==> src/rtl/reverb_tap_scheduler.sv <==
// Per-sample sequencer for the shared sample/impulse memory of the convolution reverb.
// Writes the new sample to the delay ring, then walks the tap table and accumulates a saturated wet+dry output.
module reverb_tap_scheduler #(
    parameter int          MAX_TAPS = 255,
    parameter logic [15:0] BUF_BASE = 16'h0100
) (
    input  logic        clk,
    input  logic        rst,
    input  logic        sample_stb,
    input  logic [15:0] sample_in,
    input  logic        record,
    input  logic [8:0]  num_taps,
    output logic        mem_req,
    output logic        mem_we,
    output logic [15:0] mem_addr,
    output logic [15:0] mem_wdata,
    input  logic        mem_ack,
    input  logic [15:0] mem_rdata,
    output logic [15:0] out_sample,
    output logic        out_valid,
    output logic        busy,
    output logic        overrun
);

    localparam logic [16:0] BUF_LEN = 17'h10000 - {1'b0, BUF_BASE};
    localparam logic [8:0]  MAX_T   = 9'(MAX_TAPS);

    typedef enum logic [2:0] {IDLE, WRITE, TAP_RD, SMP_RD, MAC, DONE} state_t;

    state_t             state;
    logic [15:0]        wr_ptr;
    logic [15:0]        cum_d;
    logic [8:0]         tap_idx;
    logic [8:0]         count;
    logic               rec;
    logic               tap_neg;
    logic [7:0]         tap_gain;
    logic [15:0]        smp;
    logic signed [31:0] acc;

    logic [8:0]         taps_clamped;
    logic [8:0]         idx_next;
    logic [16:0]        d_sum;
    logic [15:0]        d_next;
    logic [16:0]        diff;
    logic [16:0]        diff_wrap;
    logic [15:0]        smp_addr;
    logic signed [24:0] prod;
    logic signed [31:0] prod_ext;
    logic signed [31:0] acc_sh;
    logic [15:0]        sat;

    assign taps_clamped = (num_taps > MAX_T) ? MAX_T : num_taps;
    assign idx_next     = tap_idx + 9'd1;

    // Cumulative delay saturates one short of the ring length so the read never aliases.
    assign d_sum     = {1'b0, cum_d} + {10'b0, mem_rdata[15:9]};
    assign d_next    = (d_sum >= BUF_LEN) ? 16'(BUF_LEN - 17'd1) : d_sum[15:0];
    assign diff      = {1'b0, wr_ptr} - {1'b0, d_next};
    assign diff_wrap = diff + BUF_LEN;
    assign smp_addr  = (diff[16] || (diff[15:0] < BUF_BASE)) ? diff_wrap[15:0] : diff[15:0];

    assign prod     = $signed(smp) * $signed({1'b0, tap_gain});
    assign prod_ext = {{7{prod[24]}}, prod};
    assign acc_sh   = acc >>> 8;
    assign sat      = (acc_sh > 32'sd32767)  ? 16'h7FFF :
                      (acc_sh < -32'sd32768) ? 16'h8000 : acc_sh[15:0];

    always_ff @(posedge clk or posedge rst) begin
        if (rst) begin
            state      <= IDLE;
            wr_ptr     <= BUF_BASE;
            cum_d      <= '0;
            tap_idx    <= '0;
            count      <= '0;
            rec        <= 1'b0;
            tap_neg    <= 1'b0;
            tap_gain   <= '0;
            smp        <= '0;
            acc        <= '0;
            mem_req    <= 1'b0;
            mem_we     <= 1'b0;
            mem_addr   <= '0;
            mem_wdata  <= '0;
            out_sample <= '0;
            out_valid  <= 1'b0;
            busy       <= 1'b0;
            overrun    <= 1'b0;
        end else begin
            out_valid <= 1'b0;
            if (sample_stb && state != IDLE)
                overrun <= 1'b1;
            case (state)
                IDLE: if (sample_stb) begin
                    count   <= taps_clamped;
                    rec     <= record;
                    acc     <= {{8{sample_in[15]}}, sample_in, 8'h00};
                    tap_idx <= '0;
                    cum_d   <= '0;
                    busy    <= 1'b1;
                    if (record) begin
                        state     <= WRITE;
                        mem_req   <= 1'b1;
                        mem_we    <= 1'b1;
                        mem_addr  <= wr_ptr;
                        mem_wdata <= sample_in;
                    end else begin
                        state    <= TAP_RD;
                        mem_req  <= (taps_clamped != 9'd0);
                        mem_we   <= 1'b0;
                        mem_addr <= '0;
                    end
                end
                WRITE: if (mem_ack) begin
                    state    <= TAP_RD;
                    mem_we   <= 1'b0;
                    mem_req  <= (count != 9'd0);
                    mem_addr <= '0;
                end
                TAP_RD: begin
                    if (tap_idx == count) begin
                        state   <= DONE;
                        mem_req <= 1'b0;
                    end else if (mem_ack) begin
                        tap_neg  <= mem_rdata[8];
                        tap_gain <= mem_rdata[7:0];
                        cum_d    <= d_next;
                        mem_addr <= smp_addr;
                        state    <= SMP_RD;
                    end
                end
                SMP_RD: if (mem_ack) begin
                    smp     <= mem_rdata;
                    mem_req <= 1'b0;
                    state   <= MAC;
                end
                MAC: begin
                    acc      <= tap_neg ? (acc - prod_ext) : (acc + prod_ext);
                    tap_idx  <= idx_next;
                    mem_req  <= (idx_next != count);
                    mem_addr <= {7'b0, idx_next};
                    state    <= TAP_RD;
                end
                DONE: begin
                    out_sample <= sat;
                    out_valid  <= 1'b1;
                    if (rec)
                        wr_ptr <= (wr_ptr == 16'hFFFF) ? BUF_BASE : (wr_ptr + 16'd1);
                    busy  <= 1'b0;
                    state <= IDLE;
                end
                default: state <= IDLE;
            endcase
        end
    end

endmodule

==> config.mk <==
export PLATFORM = sky130hd
export DESIGN_NAME = reverb_tap_scheduler
export DESIGN_NICKNAME = d
export VERILOG_FILES = /design/src/rtl/reverb_tap_scheduler.sv
export SDC_FILE = /design/constraint.sdc
export NUM_CORES = 1
export LEC_CHECK = 0
export ABC_AREA = 1
export BUFFER_PORTS_ARGS = -buffer_cell sky130_fd_sc_hd__buf_2
export CAP_MARGIN = 20
export CORE_MARGIN = 4
export CORE_UTILIZATION = 65
export CTS_CLUSTER_DIAMETER = 60
export DETAILED_ROUTE_END_ITERATION = 6
export GPL_TIMING_DRIVEN = 0
export PLACE_DENSITY = 0.84
export SLEW_MARGIN = 20
export SYNTH_ARGS = -nofsm -noshare
export SYNTH_HDL_FRONTEND = slang
export SYNTH_SLANG_ARGS = --single-unit
==> constraint.sdc <==
create_clock -name clk -period 20.3 [get_ports clk]
set_clock_uncertainty 0.2 [all_clocks]
set_input_delay 3.045 -clock clk [delete_from_list [all_inputs] [get_ports clk]]
set_output_delay 3.045 -clock clk [all_outputs]
set_load 0.05 [all_outputs]
### Word-level counts from Yosys, hierarchy flattened

Index checks and enable logic that the tools add are counted.

| operators by class | value |
|---|---|
| $add $sub $neg | 7 |
| multipliers | 1 |
| $lt $le $gt $ge | 5 |
| eq/ne operators | 15 |
| multiplexer cells | 40 |
| bitwise gates (word level) | 1 |
| reduce and logical (&&, ||, !) cells | 24 |

Operators with widths:

| cell | count |
|---|---|
| $mux W16 | 13 |
| $mux W32 | 2 |
| $pmux W16 S4 | 1 |
| $pmux W32 S2 | 1 |
| $add A32 B25 Y32 | 1 |
| $pmux W16 S2 | 1 |
| $sub A32 B25 Y32 | 1 |
| $mul A16 B9 Y25 | 1 |
| $gt A24 B16 Y1 const B | 1 |
| $lt A24 B16 Y1 const B | 1 |
| $mux W9 | 2 |
| $pmux W9 S2 | 1 |
| $reduce_bool A9 Y1 | 2 |
| $add A16 B7 Y17 | 1 |
| $ge A17 B16 Y1 const B | 1 |
| $sub A16 B16 Y17 | 1 |
| $add A16 B1 Y16 const B | 1 |
| $add A16 B16 Y16 const B | 1 |
| $eq A16 B16 Y1 const B | 1 |
| $lt A16 B9 Y1 const B | 1 |
| $mux W3 | 5 |
| $pmux W3 S5 | 1 |
| $ne A2 B2 Y1 const B | 6 |
| $reduce_and A2 Y1 | 5 |
| other kinds (23) | 41 |

| storage, ports and cells | value |
|---|---|
| flip-flop bits (word level) | 164 |
| input bits | 46 |
| output and inout port bits | 53 |
| word-level logic and storage cells | 111 |

### Logic depth before layout (Yosys ltp)

Gate-level depths: netlist of the first run.

| depth | value |
|---|---|
| depth in word-level cells | 10 |
| mapped depth | 41 |
| mapped depth without buffers | 39 |

### Worst setup path after synthesis of the first run

Ideal clock, no wire load.

| path | value |
|---|---|
| kind | input port to flip-flop |
| from | input port mem_rdata[9] |
| to | register mem_addr[8] |
| arrival | 6.893 ns |
| data required time | 19.987 ns |
| slack | 13.094 ns |
| stages on the path | 30 |
| path through | ha_1 fa_1 nand3_1 a21oi_1 o21ai_0 nand2_1 nand2_1 o31ai_1 xor2_1 nor2_1 nand3_4 nand3_1 ha_1 inv_1 fa_1 a21oi_1 o21ai_2 nand2_1 nand2_1 xor2_1 ha_1 nand2_1 nor2_2 nand2_2 nand2_4 nand2_1 nand3_1 nand3_1 nand2_1 inv_1 |

| between the ends | value |
|---|---|
| cells in the longest elaborated chain, start to end | 10 |

RTL lines:

| what | line | RTL |
|---|---|---|
| start: declaration | 18 | `input logic [15:0] mem_rdata,` |
| $add A16 B7 Y17 (*) | 57 | `assign d_sum = {1'b0, cum_d} + {10'b0, mem_rdata[15:9]};` |
| $ge A17 B16 Y1 | 58 | `assign d_next = (d_sum >= BUF_LEN) ? 16'(BUF_LEN - 17'd1) : d_sum[15:0];` |
| $mux W16 (*) | 58 |  |
| $sub A16 B16 Y17 (*) | 59 | `assign diff = {1'b0, wr_ptr} - {1'b0, d_next};` |
| $lt A16 B9 Y1 | 61 | `assign smp_addr = (diff[16] \|\| (diff[15:0] < BUF_BASE)) ? diff_wrap[15:0] : diff[15:0];` |
| $logic_or A1 B1 Y1 | 61 |  |
| $mux W16 (*) | 61 |  |
| $mux W16 (*) | 124 | `end else if (mem_ack) begin` |
| $mux W16 (*) | 121 | `if (tap_idx == count) begin` |
| $pmux W16 S4 (*) | 93 | `case (state)` |
| end signal: assignment | 105 | `mem_addr <= wr_ptr;` |
| end signal: assignment | 128 | `mem_addr <= smp_addr;` |
| end signal: assignment | 141 | `mem_addr <= {7'b0, idx_next};` |
| end: declaration | 15 | `output logic [15:0] mem_addr,` |

Every way passes the cells marked *; elsewhere a longest branch is shown, timed or not. The select of a mux whose other input is x is not followed.
A chain may end at the register's enable or synchronous reset.

### Worst setup path after layout of the first run

| path | value |
|---|---|
| from | register tap_gain[5] |
| to | register acc[30] |

| between the ends | value |
|---|---|
| cells in the longest elaborated chain, start to end | 4 |

RTL lines:

| what | line | RTL |
|---|---|---|
| start: declaration | 37 | `logic [7:0] tap_gain;` |
| start signal: assignment | 126 | `tap_gain <= mem_rdata[7:0];` |
| $mul A16 B9 Y25 (*) | 63 | `assign prod = $signed(smp) * $signed({1'b0, tap_gain});` |
| $add A32 B25 Y32 / $sub A32 B25 Y32 (equally long branches) | 138 | `acc <= tap_neg ? (acc - prod_ext) : (acc + prod_ext);` |
| $mux W32 (*) | 138 |  |
| $pmux W32 S2 (*) | 93 |  |
| end signal: assignment | 97 | `acc <= {{8{sample_in[15]}}, sample_in, 8'h00};` |
| end signal: assignment | 138 |  |
| end: declaration | 39 | `logic signed [31:0] acc;` |

Every way passes the cells marked *; elsewhere a longest branch is shown, timed or not.

==> results by group, run 1 <==
Worst setup path
  – Worst Path Buf+Inv: 8
  – Slowest stage delay, CP: 0.56 ns
  – Critical path's most frequent cell: nand2_1
  – CP max-delay cell: fa_1
  – Crit start category: flip-flop
  – Worst EP arrival: 8.06 ns
  – Crit. End Element: flip-flop
  – Top Family by Delay on Critical Path: adder cells
  – Critical Path RT: 20.41 ns
  – Critical path fanouts, max: 10
  – Setup CP Type: reg2reg

Synth
  – Main flop type after synthesis: dfrtp_1
  – Asr flop ratio synth: 100%
  – Sequential-to-total area share from yosys stat: 24.9%
  – FF+latch count, synth: 164
  – Syn Nets: 2565
  – Syn Inst Count: 2306
  – Synthesized area per cell: 7.15 sq um
  – Number of flops mapped to enable cells by yosys: 0
  – Cell variety after synth: 59
  – Syn. warnings: 0
  – Mapped cell area: 16500 sq um

Cells and area
  – N_diodes: 0
  – Area delta synth->final: 9.09%
  – Layout cells sized above 1: 9.24%
  – Core Util, Final: 71.8%
  – Multi-input logic area: 10400 sq um
  – Filler Cell Count: 2079
  – Nets: 2683
  – Storage element area: 4110 sq um
  – Fin cells: 2766

Clock network
  – H-tree levels: 4
  – CTS tree: built
  – CTS Root Buffer Type: clkbuf_16
  – CTS Sinks: 164
  – Clock Path Buffers: 2
  – Clk slew on worst S/H paths: 0.08 ns
  – Hold buffers post-CTS: 0
  – CTS Buf Count: 17
  – Clock latency on the worst-skew pair: 0.44 ns
  – Post CTS Setup Buffer Count: 0
  – Cells resized by post-CTS repair: 0

Floorplanning
  – Die height: 167 um
  – I/O pins: 99
  – Core region area: 25000 sq um
  – Starting Density: 65.8%
  – Die Footprint: 28000 sq um
  – Chip width: 167 um
  – Row Count: 58

Run
  – Max Cap Viol: 0

Global routing
  – Total track usage: 32.3%
  – Largest net degree at the start of global routing: 100
  – Number of global-route vias before repair: 15600
  – Total gr overflow: 0
  – Initial antenna violation count: 1
  – Global-route wire length before repair: 74.7 mm

Route
  – Vias per cell: 5.58
  – Antenna Nets Post-Route: 0
  – Vias: 15400
  – 1st-pass router iterations: 6
  – DR WL/cell: 15.9 um
  – 1st-iter DRT viols: 1462
  – Total Routed Length: 44.1 mm
  – Drt drc: 0

Status
  – Status: finished clean

Min path
  – Worst Hold Class: reg2reg

STA
  – Max Slew Vio Count: 0
  – Hold_ws: 0.277 ns
  – Crit share post-route: 39.2%
  – Post-layout minimum cycle time: 7.95 ns
  – Setup violators final: 0
  – Final hold vios: 0
  – RSZ-0062 raised after global routing: no
  – Setup TNS Final: 0 ns
  – Slew headroom: 49.5%
  – FMAX: 126 MHz
  – Slew @ Worst Pin: 0.758 ns

Place
  – Dpl hpwl: 34.9 mm
  – Buffers on Ports: 98
  – DP Cell Count: 2735
  – Gpl congestion: 0.934
## path summary, 6_finish.rpt
path / from / end / slack, ns / cells after the start
worst max-delay path: tap_gain[5] / acc[30] / 12.35 / 38
worst min-delay path: overrun / overrun / 0.28 / 1
worst max register to register: tap_gain[5] / acc[30] / 12.35 / 38
worst min register to register: overrun / overrun / 0.28 / 1
max in group asynchronous: rst / wr_ptr[8] / 16.59 / 3
min in group asynchronous: rst / cum_d[8] / 2.53 / 2
## flip-flops by register name (all words and copies together) (netlist names), 3 cells and up
name	count
acc	32
mem_wdata	16
cum_d	16
out_sample	16
smp	16
mem_addr	16
count	9
tap_idx	9
wr_ptr	16
state	3
tap_gain	8
## kinds of logic (layout without fill, tap and decap cells)
logic type      Yosys count  in the layout  synth area share, %
simple gates            994            994                 26.0
buf+inv                 526            656                 12.1
compound gates          313            313                 10.4
fa+ha+maj               213            213                 21.0
flops                   164            164                 24.9
xor+xnor                 71             71                 3.86
mux                      25             25                 1.71
## metal layers
metal / GRT usage (%) / routed length [um] / vias up / share of wire, %
met5: 0 / 7 / - / 0.016
met4: 10.8 / 1400 / 2 / 3.2
met3: 4.27 / 2660 / 105 / 6.0
met2: 55.8 / 21600 / 577 / 49
met1: 42.3 / 18400 / 7296 / 42
li1: - / - / 7458 / -
## per-stage QoR
step,worst slack [ns],area (sq um)
2_1_floorplan,12.62,16500
3_3_place_gp,10.82,17400
3_5_place_dp,12.08,17400
4_1_cts,12.45,18000
5_1_grt,11.67,18000
6_report,12.35,18000
## cell usage in the layout (no fill, tap or decap), drive strengths merged, types with 2 or more instances in the layout
cell type  netlist  layout
nand2          636     636
or2             15      15
fa             105     105
nor3b            3       3
ha             108     108
a22o             5       5
a211oi           3       3
nor4            10      10
xor2            46      46
nand4           30      30
o221ai           2       2
a21oi          108     108
clkinv           0       5
a21boi           6       6
a31oi            4       4
clkbuf          43      60
a2bb2oi          3       3
and2             2       2
a21o             4       4
o21a             3       3
mux2            25      25
o21ai          155     155
o22ai            4       4
nand3          131     131
buf             19     118
o211ai           5       5
nand3b          11      11
dfrtp          163     163
xnor2           25      25
nor3            25      25
o21bai           5       5
nor2           131     131
inv            464     473
## area by class of cell
type,count,share of cell area (%)
plain buffers,62,1.41
inverters,464,9.73
repair buffers,99,2.88
multi-input cells,1616,57.7
clock buffers,17,2.37
clock inverters,14,0.745
well taps,330,2.30
flip-flops and latches,164,22.8
## synth_stat cells, types with 7 or more instances
| cell | n | area, sq um |
|---|---|---|
| buf_1 | 7 | 26.3 |
| xnor2_1 | 25 | 219 |
| or2_2 | 8 | 50.1 |
| clkbuf_1 | 43 | 161 |
| o21ai_0 | 146 | 731 |
| a21oi_1 | 107 | 536 |
| nand4_1 | 30 | 188 |
| mux2_2 | 25 | 282 |
| inv_1 | 459 | 1720 |
| nand2_1 | 629 | 2360 |
| nor2_2 | 7 | 43.8 |
| nor4_1 | 9 | 56.3 |
| ha_1 | 108 | 1350 |
| fa_1 | 105 | 2100 |
| nand3_2 | 13 | 130 |
| nor2_1 | 121 | 454 |
| nand3b_1 | 11 | 82.6 |
| nor3_1 | 22 | 110 |
| dfrtp_1 | 163 | 4080 |
| nand3_1 | 117 | 586 |
| buf_2 | 11 | 55.1 |
| xor2_1 | 44 | 385 |
Power of run 1 is left out: the tool's default activity adds up to more than one toggle a clock period on the data nets, which glitch-free logic cannot reach.
==> run 2: changes to the inputs <==
--- a/config.mk
+++ b/config.mk
@@ -9,11 +9,11 @@
 export BUFFER_PORTS_ARGS = -buffer_cell sky130_fd_sc_hd__buf_2
 export CAP_MARGIN = 20
 export CORE_MARGIN = 4
-export CORE_UTILIZATION = 65
+export CORE_UTILIZATION = 63
 export CTS_CLUSTER_DIAMETER = 60
 export DETAILED_ROUTE_END_ITERATION = 6
 export GPL_TIMING_DRIVEN = 0
-export PLACE_DENSITY = 0.84
+export PLACE_DENSITY = 0.82
 export SLEW_MARGIN = 20
 export SYNTH_ARGS = -nofsm -noshare
 export SYNTH_HDL_FRONTEND = slang
==> constraint.sdc (replaced) <==
create_clock -name clk -period 7.5 [get_ports clk]
set_clock_uncertainty 0.2 [all_clocks]
set_input_delay 1.125 -clock clk [delete_from_list [all_inputs] [get_ports clk]]
set_output_delay 1.125 -clock clk [all_outputs]
set_load 0.05 [all_outputs]
==> results by group, run 2 (same netlist as run 1, synthesis figures left out) <==
Global routing
  – Initial antenna violation count: 0 (was 1)
  – Number of global-route vias before repair: 15100 (was 15600)
  – Total track usage: 30.9% (was 32.3%)
  – Total gr overflow: 0 (unchanged)
  – Largest net degree at the start of global routing: 87 (was 100)
  – Global-route wire length before repair: 72.9 mm (was 74.7 mm)

Cells and area
  – Design Area, Final: 18100 sq um (was 18000 sq um)
  – Area delta synth->final: 9.85% (was 9.09%)
  – Commonest non-fill, non-tap cells in the layout: 626 x nand2_1, 457 x inv_1, 150 x dfrtp_1, 145 x o21ai_0, 120 x nor2_1 (was 629 x nand2_1, 458 x inv_1, 163 x dfrtp_1, 146 x o21ai_0, 121 x nor2_1)
  – Multi-input logic area: 10400 sq um (about the same)
  – Core Util, Final: 71.1% (was 71.8%)
  – Filler Cell Count: 2145 (was 2079)
  – Max reg flops: 32 (unchanged)
  – N_diodes: 0 (unchanged)
  – Storage element area: 4120 sq um (was 4110 sq um)
  – Layout cells sized above 1: 11.2% (was 9.24%)
  – Commonest non-fill, non-tap cell in the layout: nand2_1 (unchanged)
  – Biggest register: acc (unchanged)
  – Fin cells: 2757 (was 2766)
  – Nets: 2673 (was 2683)

Worst setup path
  – Worst EP arrival: 7.15 ns (was 8.06 ns)
  – Critical path's most frequent cell: nand2_1 (unchanged)
  – Top Family by Delay on Critical Path: adder cells (unchanged)
  – Crit start category: flip-flop (unchanged)
  – Worst reg2reg path startpoint: tap_gain[5] (unchanged)
  – Worst Path Buf+Inv: 8 (unchanged)
  – Critical Path RT: 7.60 ns (was 20.41 ns)
  – Setup CP Type: reg2reg (unchanged)
  – Critical path fanouts, max: 10 (unchanged)
  – Crit. End Element: flip-flop (unchanged)
  – Worst Setup SP: tap_gain[5] (unchanged)
  – Worst R2R Path Depth: 37 (was 38)
  – Slowest stage delay, CP: 0.60 ns (was 0.56 ns)
  – CP max-delay cell: fa_1 (unchanged)
  – Number of stages on the worst setup path: 37 (was 38)

STA
  – Final hold vios: 0 (unchanged)
  – Setup violators final: 0 (unchanged)
  – Slew headroom: 50.8% (was 49.5%)
  – Max Slew Vio Count: 0 (unchanged)
  – Post-layout minimum cycle time: 7.05 ns (was 7.95 ns)
  – FMAX: 142 MHz (was 126 MHz)
  – Hold_ws: 0.271 ns (was 0.277 ns)
  – Slew @ Worst Pin: 0.738 ns (was 0.758 ns)
  – Crit share post-route: 94.0% (was 39.2%)

Route
  – Total Routed Length: 43.6 mm (was 44.1 mm)
  – 1st-iter DRT viols: 1190 (was 1462)
  – DR WL/cell: 15.8 um (was 15.9 um)
  – Vias: 15300 (was 15400)
  – Drt drc: 0 (unchanged)
  – 1st-pass router iterations: 5 (was 6)
  – Antenna Nets Post-Route: 0 (unchanged)
  – Vias per cell: 5.55 (was 5.58)

Min path
  – Worst Hold Path Cells: 2 (was 1)
  – Worst Hold Class: reg2reg (unchanged)
  – Hold Path Origin: mem_wdata[12] (was overrun)

Status
  – Status: finished clean (unchanged)

Floorplanning
  – Chip width: 170 um (was 167 um)
  – Die Footprint: 28800 sq um (was 28000 sq um)
  – Die height: 170 um (was 167 um)
  – Starting Density: 64.7% (was 65.8%)
  – Row Count: 58 (unchanged)
  – Core region area: 25500 sq um (was 25000 sq um)
  – I/O pins: 99 (unchanged)

Clock network
  – Clk slew on worst S/H paths: 0.08 ns (about the same)
  – Clock latency on the worst-skew pair: 0.44 ns (about the same)
  – CTS Sinks: 164 (unchanged)
  – Hold buffers post-CTS: 0 (unchanged)
  – CTS Buf Count: 17 (unchanged)
  – CTS tree: built (unchanged)
  – H-tree levels: 4 (unchanged)
  – CTS Root Buffer Type: clkbuf_16 (unchanged)
  – Clock Path Buffers: 2 (unchanged)

Run
  – Max Cap Viol: 0 (unchanged)

Place
  – Dpl hpwl: 34.8 mm (was 34.9 mm)
  – Buffers on Ports: 98 (unchanged)
  – Gpl congestion: 0.961 (was 0.934)
  – DP Area: 17400 sq um (unchanged)
  – DP Cell Count: 2735 (unchanged)
==> run 2: final timing paths <==
path,end,slack (ns)
max,acc[30],0.45
min,mem_wdata[12],0.27
max reg2reg,acc[30],0.45
min reg2reg,mem_wdata[12],0.27
max in group asynchronous,acc[22],5.67
min in group asynchronous,cum_d[10],0.57
==> run 2: area by class of cell <==
type,instances,share of cell area (%)
inverters,464,9.68
plain buffers,40,1.16
well taps,330,2.28
flip-flops and latches,164,22.8
clock inverters,13,0.643
clock buffers,19,2.45
multi-input cells,1616,57.7
repair buffers,111,3.36
==> run 2: stage by stage <==
step                      setup slack [ns]  TNS [ns]
after floorplan                      0.944         0
after global placement              -0.308    -25.22
after detailed placement            -0.422     -1.87
after CTS                           0.0245         0
after global routing               -0.0136   -0.0137
final                                0.448         0
==> run 2: worst min-delay path, delay by kind of cell (launching register included) <==
kind             cells  cell delay [ns]
DFF                  1             0.34
and+or+nand+nor      2             0.10
==> run 2: metal layers <==
layer / GRT usage (%) / share of wire, %
met4: 10.4 / 3.4
met5: 0 / 0
met3: 5.10 / 6.2
met1: 40.7 / 42
met2: 52.0 / 49
==> run 2: what timing repair did <==
item / CTS / global route
resized for setup: 8 / 50
buffers inserted: 0 / 12
endpoints found under the setup margin: 10 / 15
pin swaps: 0 / 3
Power of run 2 is left out for the same reason.
